<file path="src/rtl/lsu_mem_port.sv">
// rtl/lsu_mem_port.sv - load/store stage driving word-aligned requests to the memory controller
module lsu_mem_port #(
  parameter int MEM_LATENCY = 1
) (
  input  logic        clk,
  input  logic        reset,
  input  logic        in_valid,
  output logic        in_ready,
  input  logic        in_wen,
  input  logic [2:0]  in_funct3,
  input  logic [31:0] in_addr,
  input  logic [31:0] in_wdata,
  output logic        mem_valid,
  output logic        mem_wen,
  output logic [31:0] mem_raddr,
  output logic [31:0] mem_waddr,
  output logic [31:0] mem_wdata,
  output logic [7:0]  mem_wmask,
  input  logic [31:0] mem_rdata,
  output logic        out_valid,
  input  logic        out_ready,
  output logic [31:0] out_rdata,
  output logic        out_err
);

  typedef enum logic [1:0] {IDLE, ACCESS, RESP} state_t;

  localparam int CW = (MEM_LATENCY > 1) ? $clog2(MEM_LATENCY) : 1;

  state_t          state;
  logic [CW-1:0]   cnt;
  logic            lat_wen;
  logic [2:0]      lat_funct3;
  logic [1:0]      lat_off;

  logic            req_err;
  logic [31:0]     st_wdata;
  logic [7:0]      st_wmask;
  logic [31:0]     ld_word;
  logic [31:0]     ld_result;

  // Decode the offered op: legality check, lane-shifted store data and byte mask
  always_comb begin
    req_err  = 1'b0;
    st_wmask = 8'h00;
    st_wdata = in_wdata << {in_addr[1:0], 3'b000};
    case (in_funct3)
      3'b000: st_wmask = {4'b0000, 4'b0001 << in_addr[1:0]};
      3'b001: begin
        req_err  = in_addr[0];
        st_wmask = {4'b0000, 4'b0011 << in_addr[1:0]};
      end
      3'b010: begin
        req_err  = |in_addr[1:0];
        st_wmask = {4'b0000, 4'b1111 << in_addr[1:0]};
      end
      3'b100:  req_err = in_wen;
      3'b101:  req_err = in_wen | in_addr[0];
      default: req_err = 1'b1;
    endcase
    if (!in_wen) begin
      st_wmask = 8'h00;
      st_wdata = 32'h0;
    end
  end

  // Align the returned word to lane 0 and extend according to the load size
  always_comb begin
    ld_word   = mem_rdata >> {lat_off, 3'b000};
    ld_result = ld_word;
    case (lat_funct3)
      3'b000:  ld_result = {{24{ld_word[7]}}, ld_word[7:0]};
      3'b100:  ld_result = {24'h0, ld_word[7:0]};
      3'b001:  ld_result = {{16{ld_word[15]}}, ld_word[15:0]};
      3'b101:  ld_result = {16'h0, ld_word[15:0]};
      default: ld_result = ld_word;
    endcase
  end

  // Single-op FSM; every output is registered so mem_* cannot glitch during ACCESS
  always_ff @(posedge clk) begin
    if (reset) begin
      state      <= IDLE;
      cnt        <= '0;
      lat_wen    <= 1'b0;
      lat_funct3 <= 3'b000;
      lat_off    <= 2'b00;
      in_ready   <= 1'b1;
      mem_valid  <= 1'b0;
      mem_wen    <= 1'b0;
      mem_raddr  <= 32'h0;
      mem_waddr  <= 32'h0;
      mem_wdata  <= 32'h0;
      mem_wmask  <= 8'h00;
      out_valid  <= 1'b0;
      out_rdata  <= 32'h0;
      out_err    <= 1'b0;
    end else begin
      case (state)
        IDLE: begin
          if (in_valid) begin
            lat_wen    <= in_wen;
            lat_funct3 <= in_funct3;
            lat_off    <= in_addr[1:0];
            in_ready   <= 1'b0;
            if (req_err) begin
              state     <= RESP;
              out_valid <= 1'b1;
              out_err   <= 1'b1;
              out_rdata <= 32'h0;
            end else begin
              state     <= ACCESS;
              cnt       <= CW'(MEM_LATENCY - 1);
              mem_valid <= 1'b1;
              mem_wen   <= in_wen;
              mem_raddr <= {in_addr[31:2], 2'b00};
              mem_waddr <= {in_addr[31:2], 2'b00};
              mem_wdata <= st_wdata;
              mem_wmask <= st_wmask;
            end
          end
        end
        ACCESS: begin
          if (cnt == '0) begin
            state     <= RESP;
            mem_valid <= 1'b0;
            mem_wen   <= 1'b0;
            mem_raddr <= 32'h0;
            mem_waddr <= 32'h0;
            mem_wdata <= 32'h0;
            mem_wmask <= 8'h00;
            out_valid <= 1'b1;
            out_err   <= 1'b0;
            out_rdata <= lat_wen ? 32'h0 : ld_result;
          end else begin
            cnt <= cnt - CW'(1);
          end
        end
        RESP: begin
          if (out_ready) begin
            state     <= IDLE;
            out_valid <= 1'b0;
            out_rdata <= 32'h0;
            out_err   <= 1'b0;
            in_ready  <= 1'b1;
          end
        end
        default: state <= IDLE;
      endcase
    end
  end

endmodule

</file>
<file path="config.mk">
export PLATFORM = sky130hd
export DESIGN_NAME = lsu_mem_port
export DESIGN_NICKNAME = d
export VERILOG_FILES = /design/src/rtl/lsu_mem_port.sv
export SDC_FILE = /design/constraint.sdc
export NUM_CORES = 1
export LEC_CHECK = 0
export BUFFER_PORTS_ARGS = -buffer_cell sky130_fd_sc_hd__buf_2
export CORE_MARGIN = 2
export CORE_UTILIZATION = 38
export CTS_CLUSTER_DIAMETER = 150
export CTS_CLUSTER_SIZE = 25
export DETAILED_ROUTE_END_ITERATION = 12
export PLACE_DENSITY = 0.67
export SETUP_SLACK_MARGIN = 0.05
export SLEW_MARGIN = 10
export SYNTH_ARGS = -nofsm -noshare
export SYNTH_HDL_FRONTEND = slang
export SYNTH_SLANG_ARGS = --single-unit
</file>
<file path="constraint.sdc">
create_clock -name clk -period 2.2 [get_ports clk]
set_clock_uncertainty 0.2 [all_clocks]
set_input_delay 0.22 -clock clk [delete_from_list [all_inputs] [get_ports clk]]
set_output_delay 0.22 -clock clk [all_outputs]
set_load 0.05 [all_outputs]
</file>
==> results.txt, run 1 <==
- Clock buffer count from CTS: 9
* Max Slew Vio Count: 0
* Cell types occupying the most area after synthesis: dfxtp_1 41%, mux2i_1 10%, a22o_1 8.8%
- Fraction of final layout cells with drive strength greater than 1: 0.380
- During I/O placement, the number of pins put on the boundary was 245.
- TritonCTS built the clock tree.
* Site Rows: 43
- Biggest fanout along the worst timing path: 12
- In this run the number of H-tree levels came out at 3.
* Portion of synthesized cell area occupied by the leading cell type: 0.408
* Area growth, synth to finish: 36.3%
- For this block, the routed nets add up to 16.4 mm of wire.
- Vias in the first global route: 4865
- Average size of a mapped cell: 9.77 um^2
- Unrepaired setup endpoints after global routing: true
- Pwr Density: 689 mW/mm^2
- Chip height: 124 um
- Async set-reset flop share out of synthesis: 0
* Port buffer count: 236
- Fin. Hold Viols: 0
- Clock input transition at the sequential cells of the worst setup and hold paths: 70 ps
- For the pin with the worst max-slew slack, the measured transition is 734 ps.
* Ys flop type: dfxtp_1
- In this design, the stage delay of the slowest critical-path cell is 530 ps.
- Final routed DRC violation total: 0
- Crit path arrival time: 2110 ps
* Nature of the critical path endpoint: flip-flop
* Overall track demand over capacity in global routing: 0.203
- Number of warnings printed during yosys synthesis: 0
* Min cycle time layout: 2070 ps
- Post-synth EDFFs: 0
- Routability-driven placement finished with a final weighted congestion of 0.957.
- Drt via density: 5.19
* Layout Nets: 917
* Clock tree buffer depth: 2
- In this run, synthesis produced a sequential element count of 111.
- Global-route wire length before repair: 24.3 mm
- Cell-by-cell trace of the critical path: dlygate4sd3_1 > buf_2 > a221o_1 > buf_4 > nand4_4 > a21oi_4 > buf_12 > a32o_1
- Initial antenna violation count: 0
- The routed layout has 5166 vias.
- CTS placed an instance of clkbuf_16 at the clock tree root.
- Crit start category: input port
* Cell accounting for the most synthesized area: dfxtp_1
- Floorplan die width: 124 um
- The cell area that synthesis handed to floorplanning was 0.00545 mm^2.
- In the final timing run, aggregate negative setup slack is 0 ps.
- Iter 0 DRT Violations: 302
- WP data required: 2240 ps
- The largest individual stage delay along the critical path comes from the cell dlygate4sd3_1.
* Final count of negative-setup-slack endpoints: 0
* Starting utilization of the core area: 0.391
- The pre-antenna-repair detailed-routing pass consisted of 5 iterations.
- # clock sinks: 111
- Outcome: finished clean
- Headroom to the max-slew limit came out at 0.510.
* Share of the clock period used by the worst path after layout: 0.942
* Highest clock rate: 483 MHz
* Maximum number of pins on one net before global-route repair: 33
- Clk_lat worst skew: 350 ps
- Worst voltage drop across the vdd grid: 0.397 mV
- The library cells used most frequently in the layout, excluding fill and tap cells, are 236 x buf_2, 111 x dfxtp_1, 77 x nand2_1.
- The share of the Yosys chip area taken by registers is 0.408.
* Antenna diode count: 0
- Number of instances in the synthesized netlist: 558
- CP Buf/Inv Count: 4
- Final antenna-violating net count: 0
- The total area inside the core boundary comes to 0.0139 mm^2.
* Unique cell type count in the Yosys netlist: 51
- Final-layout worst hold slack: 11.4 ps
- Area enclosed by the die boundary: 0.0153 mm^2
* MaxCap Viol Count: 0
- On the critical path the largest part of the delay comes from buffers and inverters.
* Kind of critical path: in -> reg
* Reported leakage power: 3.44 nW
* Dpl hpwl: 11.6 mm
- Summed over all layers, the global routing overflow is 0.
- Average detailed-routed wire length per instance: 16.5 um
- Most frequent standard cell in the layout excluding fill and tap cells: buf_2
- The path class of the tightest hold or removal check is in -> reg.
-- cell families after synthesis --
| group | Yosys count | synth area share |
|---|---|---|
| AO/OA/AOI/OAI | 157 | 0.227 |
| AND/OR/NAND/NOR | 134 | 0.129 |
| flip-flops | 111 | 0.408 |
| buffers and inverters | 86 | 0.104 |
| multiplexers | 66 | 0.125 |
| adder cells (fa/ha/maj) | 3 | 0.00689 |
| other | 1 | 0.000688 |
-- per-layer routing --
layer / global-route usage / vias up / wire (um)
li1: - / 2491 / -
met1: 0.256 / 2428 / 7120
met2: 0.335 / 220 / 7700
met3: 0.0417 / 27 / 1200
met4: 0.0852 / 0 / 370
met5: 0 / - / 0
-- path summary, 6_finish.rpt --
kind	startpoint	end	slack, ps	cells past startpoint
setup / recovery	in_wen	out_rdata[25]	130	8
hold / removal	in_wdata[14]	mem_wdata[22]	10	4
setup reg to reg	state[0]	out_rdata[15]	130	7
hold reg to reg	mem_valid	mem_valid	250	1
-- synthesized netlist by cell type (2+ instances only) --
cell	number
a21oi_1	18
nor3b_1	2
buf_1	4
ha_1	3
nor4_2	2
o2bb2ai_1	2
a22o_1	55
nor2_1	5
inv_1	5
buf_6	9
nor2b_1	5
nand2_2	2
a211oi_1	4
a21oi_4	2
dfxtp_1	111
a21o_1	2
nand3_1	8
nand2b_1	21
clkbuf_1	8
o21ai_0	32
mux2_2	8
buf_2	19
buf_4	41
o2111ai_1	7
a32o_1	16
nor3_1	2
a2bb2oi_1	8
mux2i_1	57
nand2_1	77
nor3_2	2
-- state kept, by name (all words and copies together) (netlist names), 2 cells and up --
signal      cells
lat_funct3      3
lat_off         2
mem_waddr      30
mem_wdata      32
mem_wmask       4
out_rdata      32
state           2
-- area by class of cell --
cell class	instances	area, um^2
fill	1250	6500
inverter	5	18.8
clock buffer	11	253
tap	180	225
multi-input combinational	370	2750
timing repair buffer	313	1920
clock inverter	5	41.3
sequential	111	2220
-- metrics by stage --
stage	utilization	setup WS (ps)	cells	power (mW)	cell area, um^2
after floorplan	-	281	565	3.14	5480
after global placement	0.473	21.6	929	3.44	6600
after detailed placement	0.473	-51.4	929	3.46	6600
after CTS	0.528	46.3	992	5.12	7360
after global routing	0.533	31.1	995	5.34	7430
final	0.533	128	995	5.12	7430
-- power by group --
| group | leakage (nW) | internal, mW | switching [mW] |
|---|---|---|---|
| Clock | 0.138 | 0.839 | 0.764 |
| Sequential | 0.899 | 2.08 | 0.0582 |
| Combinational | 2.40 | 0.484 | 0.886 |
-- worst reg2reg max path, stage by stage, from the launching register on --
cell	delay (ps)
dfxtp_1	360
inv_1	80
ha_1	240
nor2b_1	190
nor3b_1	330
nor3_2	60
buf_4	220
a22o_1	270
-- timing repair --
item | 4_1_cts | 5_1_grt
endpoints found under the setup margin | 40 | 65
buffers inserted | 0 | 2
cloned | 1 | 1
gates resized for setup | 0 | 4
hold endpoints to repair | 46 | 0
hold buffers | 46 | 0
pin swaps | 2 | 1
Power figures use the tool's default switching activity.
==> run 2: changes to the inputs <==
--- a/config.mk
+++ b/config.mk
@@ -12,7 +12,7 @@
 export CTS_CLUSTER_SIZE = 25
 export DETAILED_ROUTE_END_ITERATION = 12
 export PLACE_DENSITY = 0.67
-export SETUP_SLACK_MARGIN = 0.05
+export SETUP_SLACK_MARGIN = 0.1
 export SLEW_MARGIN = 10
 export SYNTH_ARGS = -nofsm -noshare
 export SYNTH_HDL_FRONTEND = slang
==> constraint.sdc (replaced) <==
create_clock -name clk -period 2 [get_ports clk]
set_clock_uncertainty 0.2 [all_clocks]
set_input_delay 0.2 -clock clk [delete_from_list [all_inputs] [get_ports clk]]
set_output_delay 0.2 -clock clk [all_outputs]
set_load 0.05 [all_outputs]
==> run 2 against run 1 <==
Against the previous run:
- global-route usage rose by 0.064 points
- count of clock-buffer cells in the layout rose by 1
- die area is the same
- core utilization grew 1.7 points
- final cell count is 1.7% higher
- register-to-register slack gained 50 ps
- hold slack improved by 18 ps
- non-clock buffer count is 19 higher
- final area increased by 3.3%
- critical path type is now reg -> reg
==> results.txt, run 2 (synthesis results as in run 1) <==
- The library cells used most frequently in the layout, excluding fill and tap cells, are 237 x buf_2, 107 x dfxtp_1, 77 x nand2_1.
- STA puts the critical path data arrival time at 1870 ps.
* Clock buffer count from CTS: 9
- Max-cap violations in this run came to 0.
- Broken down by cell family, the worst path's largest delay share belongs to multiplexers.
- Global routing finished with a remaining overflow of 0.
- Placed Cells incl. Taps: 940
* Critical R2R Launch: lat_off[1]
* Final routed DRC violation total: 0
* Crit start category: flip-flop
* Final-layout worst hold slack: 29.0 ps
- Starting utilization of the core area: 0.391
- Core area: 0.0139 mm^2
- For this block, the via count after detailed routing is 5203.
- The tree is rooted in a clkbuf_16.
- Wires add up to 16.4 mm.
- The worst-case IR drop observed on VDD is 0.396 mV.
* Antenna diode count: 0
* Drt via density: 5.14
- Outcome: finished clean
- For this design the static power due to leakage is 3.56 nW.
* Multi-input combinational cell area: 0.00278 mm^2
- On the worst path, the slowest cell contributes a delay of 530 ps.
* Share of the clock period used by the worst path after layout: 0.912
* Pin slew with the least headroom to its limit: 593 ps
- Area growth, synth to finish: 40.7%
- Overall track demand over capacity in global routing: 0.203
- After clock tree synthesis, the clock-pin slew on the worst setup and hold paths is 70 ps.
- Unrepaired setup endpoints after global routing: true
- The die is 124 um wide.
- WP data required: 2050 ps
* Biggest fanout along the worst timing path: 8
* CP Buf/Inv Count: 0
- H-tree levels: 3
* Average detailed-routed wire length per instance: 16.2 um
- Sequential cell area in the final layout: 0.00223 mm^2
* Largest registers: mem_wdata: 32 flops, out_rdata: 32 flops, mem_waddr: 30 flops
- After detailed routing, the met2 layer carries 7.82 mm of wire.
* Fraction of final layout cells with drive strength greater than 1: 0.406
- Filler-free cell count of the finished design: 1012
* Nature of the critical path endpoint: flip-flop
* Area enclosed by the die boundary: 0.0153 mm^2
- Routability-driven placement finished with a final weighted congestion of 0.944.
- During placement, the flow inserted port buffers numbering 236.
- Routed length on met3: 1.03 mm
- Start point of the worst min-delay path: in_wdata[14]
* Final count of negative-setup-slack endpoints: 0
- # clock sinks: 111
* Vias in the first global route: 4800
* Initial antenna violation count: 0
- For the worst-skew pair, the clock arrives at the later sink with an insertion delay of 350 ps.
- In this run the deepest clock path goes through 2 buffers.
- I/O pin count: 245
* Highest clock rate: 548 MHz
* Highest metal layer used by the detailed router: met4
* Clock tree from TritonCTS: built
- Counting the fill cells in the layout gives 1208.
- The first global-routing pass estimated 24.2 mm of wire.
- Dpl hpwl: 11.7 mm
- Iter 0 DRT Violations: 252
* Maximum number of pins on one net before global-route repair: 33
- Cell-by-cell trace of the critical path: mux4_2 > nand3b_1 > o21ai_0 > a22o_1
* Cell type of the slowest stage on the worst timing path: mux4_2
- The library cell used most frequently in the layout, excluding fill and tap cells, is buf_2.
* Max Slew Vio Count: 0
- Min cycle time layout: 1820 ps
* Site Rows: 43
- Detailed-routing iteration count for the pre-antenna-repair pass: 5
* Max-slew headroom at the worst pin: 0.604
* Kind of critical path: reg -> reg
- HP Class: in -> reg
* Post-route met1 wirelength: 7.16 mm
- The net count of the finished layout is 935.
- Measured on the finished design, the core utilization comes to 0.551.
- Crit. Startpoint: lat_off[1]
* Final antenna-violating net count: 0
- Fin. Hold Viols: 0
* Chip height: 124 um
- Pwr Density: 768 mW/mm^2
-- run 2: layout make-up --
class | instances | share of cell area
clock buffers | 12 | 0.0321
clock inverters | 3 | 0.00881
multi-input cells | 369 | 0.362
flip-flops and latches | 111 | 0.290
repair buffers | 332 | 0.275
inverters | 5 | 0.00245
well taps | 180 | 0.0294
-- run 2: stage by stage --
| stage | worst slack [ps] | total power, mW | cell area (um^2) | TNS, ps |
|---|---|---|---|---|
| after global routing | 94.8 | 6.11 | 7670 | 0 |
| after global placement | -81.2 | 3.82 | 6700 | -2540 |
| final | 175 | 5.89 | 7670 | 0 |
| after CTS | 78.3 | 5.89 | 7620 | 0 |
| after floorplan | 118 | 3.45 | 5480 | 0 |
| after detailed placement | -166 | 3.84 | 6700 | -5430 |
-- run 2: timing repair --
action | CTS | global route
gates cloned | 1 | 1
gates resized for setup | 8 | 17
buffers inserted | 6 | 1
hold buffers | 48 | 0
hold endpoints to repair | 48 | 0
pin swaps | 4 | 2
endpoints found under the setup margin | 97 | 95
-- run 2: path summary, 6_finish.rpt --
path                   end  slack, ps  cells after the start
min          mem_wdata[22]         30                      4
min reg2reg        mem_wen        250                      1
max reg2reg  out_rdata[14]        180                      4
max          out_rdata[14]        180                      4
-- run 2: power breakdown --
group          internal (mW)  switching (mW)  total [mW]
Sequential              2.30          0.0622        2.36
Combinational          0.608           0.999        1.61
Clock                   1.13           0.798        1.93
Total                   4.03            1.86        5.89
-- run 2: routing by layer --
| metal | global-route usage | up-vias |
|---|---|---|
| li1 | - | 2532 |
| met1 | 0.258 | 2436 |
| met2 | 0.337 | 204 |
| met3 | 0.0417 | 31 |
| met4 | 0.0831 | 0 |
| met5 | 0 | - |
-- run 2: worst register-to-register path, delay by kind of cell, from the launching register on --
kind             cells  cell delay [ps]
AO/OA/AOI/OAI        2              370
flip-flops           1              390
AND/OR/NAND/NOR      1              220
multiplexers         1              530
==> run 3: changes to the inputs <==
--- a/config.mk
+++ b/config.mk
@@ -12,6 +12,7 @@
 export CTS_CLUSTER_SIZE = 25
 export DETAILED_ROUTE_END_ITERATION = 12
 export PLACE_DENSITY = 0.67
+export RECOVER_POWER = 25
 export SETUP_SLACK_MARGIN = 0.1
 export SLEW_MARGIN = 10
 export SYNTH_ARGS = -nofsm -noshare
==> run 3 against run 2 <==
Against the previous run:
- wire length is essentially flat
- largest power group unchanged
- final area is 1.0% lower
- via count is essentially flat
- core utilization decreased by 0.55 points
- combinational power about the same
- flip-flop and latch count unchanged
- worst setup slack better by 2.6 ps
==> results.txt, run 3 (synthesis results as in run 1) <==
* Area enclosed by the die boundary: 0.0153 mm^2
- The H-tree was split into 3 levels.
* Chip height: 124 um
- The final route contains 5200 vias.
- Starting utilization of the core area: 0.391
* Total net switching power: 1.85 mW
* Kind of critical path: reg -> reg
- Combinational Power Share: 0.272
- In this run, the number of DRC markers left after iteration 0 of detailed routing was 245.
- Floorplan die width: 124 um
* Largest registers: mem_wdata: 32 flops, out_rdata: 32 flops, mem_waddr: 30 flops
- Worst path max stage delay: 530 ps
- The number of pins with negative max-slew slack in the final report came to 0.
- CP delay by family, top: multiplexers
- Counting along the longest clock path gives a buffer depth of 2.
* Commonest non-fill, non-tap cells in the layout: 176 x buf_2, 107 x dfxtp_1, 77 x nand2_1
- Counting both buffers and inverters, the worst setup path holds a total of 0.
- Nature of the critical path endpoint: flip-flop
- Port buffer count: 236
* MaxCap Viol Count: 0
- Walking the worst path, the cells encountered are mux4_2 > nand3b_1 > o21ai_0 > a22o_1.
- Clock buffer count from CTS: 9
- The final hold violation count came to 0.
- Of the available clock period, the critical path in the final layout requires 0.911.
- Post-Place Cell Area: 0.00670 mm^2
- Min cycle time layout: 1820 ps
- The flow ran to the end, and the final reports show no timing, DRC or antenna violations.
* Maximum number of pins on one net before global-route repair: 33
- Crit start category: flip-flop
- With fillers left out, the area of the finished cells amounts to 0.00759 mm^2.
* Crit path arrival time: 1870 ps
* Clock tree from TritonCTS: built
- Of the total power, the share spent switching nets is 0.315.
- The library cell used most frequently in the layout, excluding fill and tap cells, is buf_2.
- The total area inside the core boundary comes to 0.0139 mm^2.
* Antenna diode count: 0
- Fraction of final layout cells with drive strength greater than 1: 0.333
- Global-route wire length before repair: 24.2 mm
- Final antenna-violating net count: 0
- Average detailed-routed wire length per instance: 16.2 um
* I/O pin count: 245
* CTS Root Cell: clkbuf_16
- After clock tree synthesis, the clock-pin slew on the worst setup and hold paths is 70 ps.
* Vias in the first global route: 4800
* WP data required: 2050 ps
- HP Class: in -> reg
* Clock power share: 0.326
* Site Rows: 43
- The initial antenna violation count is 0.
- After detailed routing, the number of vias per cell comes to 5.14.
* Pwr Density: 773 mW/mm^2
- Dpl hpwl: 11.7 mm
- Across every metal layer, demand over resource in global routing totals 0.203.
* Final count of negative-setup-slack endpoints: 0
- The total overflow left after global routing is 0.
- Portion of total power attributed to sequential cells: 0.402
* Layout Nets: 935
* Highest clock rate: 549 MHz
- For this run, design rule violations remaining after detail routing come to 0.
- Routability-driven placement finished with a final weighted congestion of 0.944.
- The clock drives 111 sinks.
- Among all stages on the critical path, the largest delay is contributed by mux4_2.
- Pin slew with the least headroom to its limit: 659 ps
- Detailed-routing iteration count for the pre-antenna-repair pass: 4
- Worst voltage drop across the vdd grid: 0.396 mV
* Power Internal: 4.02 mW
- From synthesis to final layout, the design area changed by 39.3%.
* Unrepaired setup endpoints after global routing: true
- Reported leakage power: 3.29 nW
- Setup slack closes at 178 ps.
- Max-slew headroom at the worst pin: 0.562
- For this block, the routed nets add up to 16.4 mm of wire.
- Of all nets on the critical path, the largest fanout is 8.
* Clk_lat worst skew: 350 ps
- Worst-case setup slack after placement: -166 ps
## run 3: cell types whose count changed in the layout (fill, tap and decap cells not counted), sizes merged
cell	before	now
buf	284	223
clkbuf	12	73
## run 3: layout make-up
cell class,count,area [um^2]
clock buffer,12,246
clock inverter,3,67.6
fill,1251,6340
inverter,5,18.8
multi-input combinational,369,2780
sequential,111,2230
tap,180,225
timing repair buffer,332,2030
## run 3: final timing paths
| kind | startpoint | endpoint | slack, ps | cells after the start |
|---|---|---|---|---|
| setup / recovery | lat_off[1] | out_rdata[14] | 180 | 4 |
| hold / removal | in_wdata[14] | mem_wdata[22] | 30 | 4 |
| setup reg to reg | lat_off[1] | out_rdata[14] | 180 | 4 |
| hold reg to reg | mem_wen | mem_wen | 250 | 1 |
## run 3: metrics by stage
step           std cells  total power [mW]   util  hold WS [ps]  setup TNS, ps
2_1_floorplan        565              3.45      -           133              0
3_3_place_gp         940              3.82  0.481           216          -2540
3_5_place_dp         940              3.84  0.481           221          -5430
4_1_cts             1010              5.89  0.547          4.48              0
5_1_grt             1012              6.10  0.545          32.1              0
6_report            1012              5.87  0.545          30.7              0
## run 3: layer usage
metal  vias up  wire, um  track usage
met5         -         0            0
met2       210      7810        0.337
li1       2534         -            -
met1      2427      7170        0.258
met4         0       396       0.0831
met3        29      1050       0.0417
## run 3: repair_timing
action                                  4_1_cts  5_1_grt
endpoints found under the setup margin       97       95
resized for setup                             8       17
hold endpoints to repair                     48        0
hold buffers                                 48        0
pin swaps                                     4        2
gates cloned                                  1        1
buffers inserted                              6        1
## run 3: worst register-to-register path, stage by stage (launching register included)
cell	delay [ps]
dfxtp_2	390
mux4_2	530
nand3b_1	220
o21ai_0	170
a22o_1	200
## run 3: power groups by stage
stage	Combinational (mW)	Clock [mW]	Sequential, mW
final	1.60	1.92	2.36
after global routing	1.70	2.03	2.37
after CTS	1.57	1.96	2.35
after detailed placement	1.44	0	2.40
after global placement	1.42	0	2.40
after floorplan	0.825	0	2.63
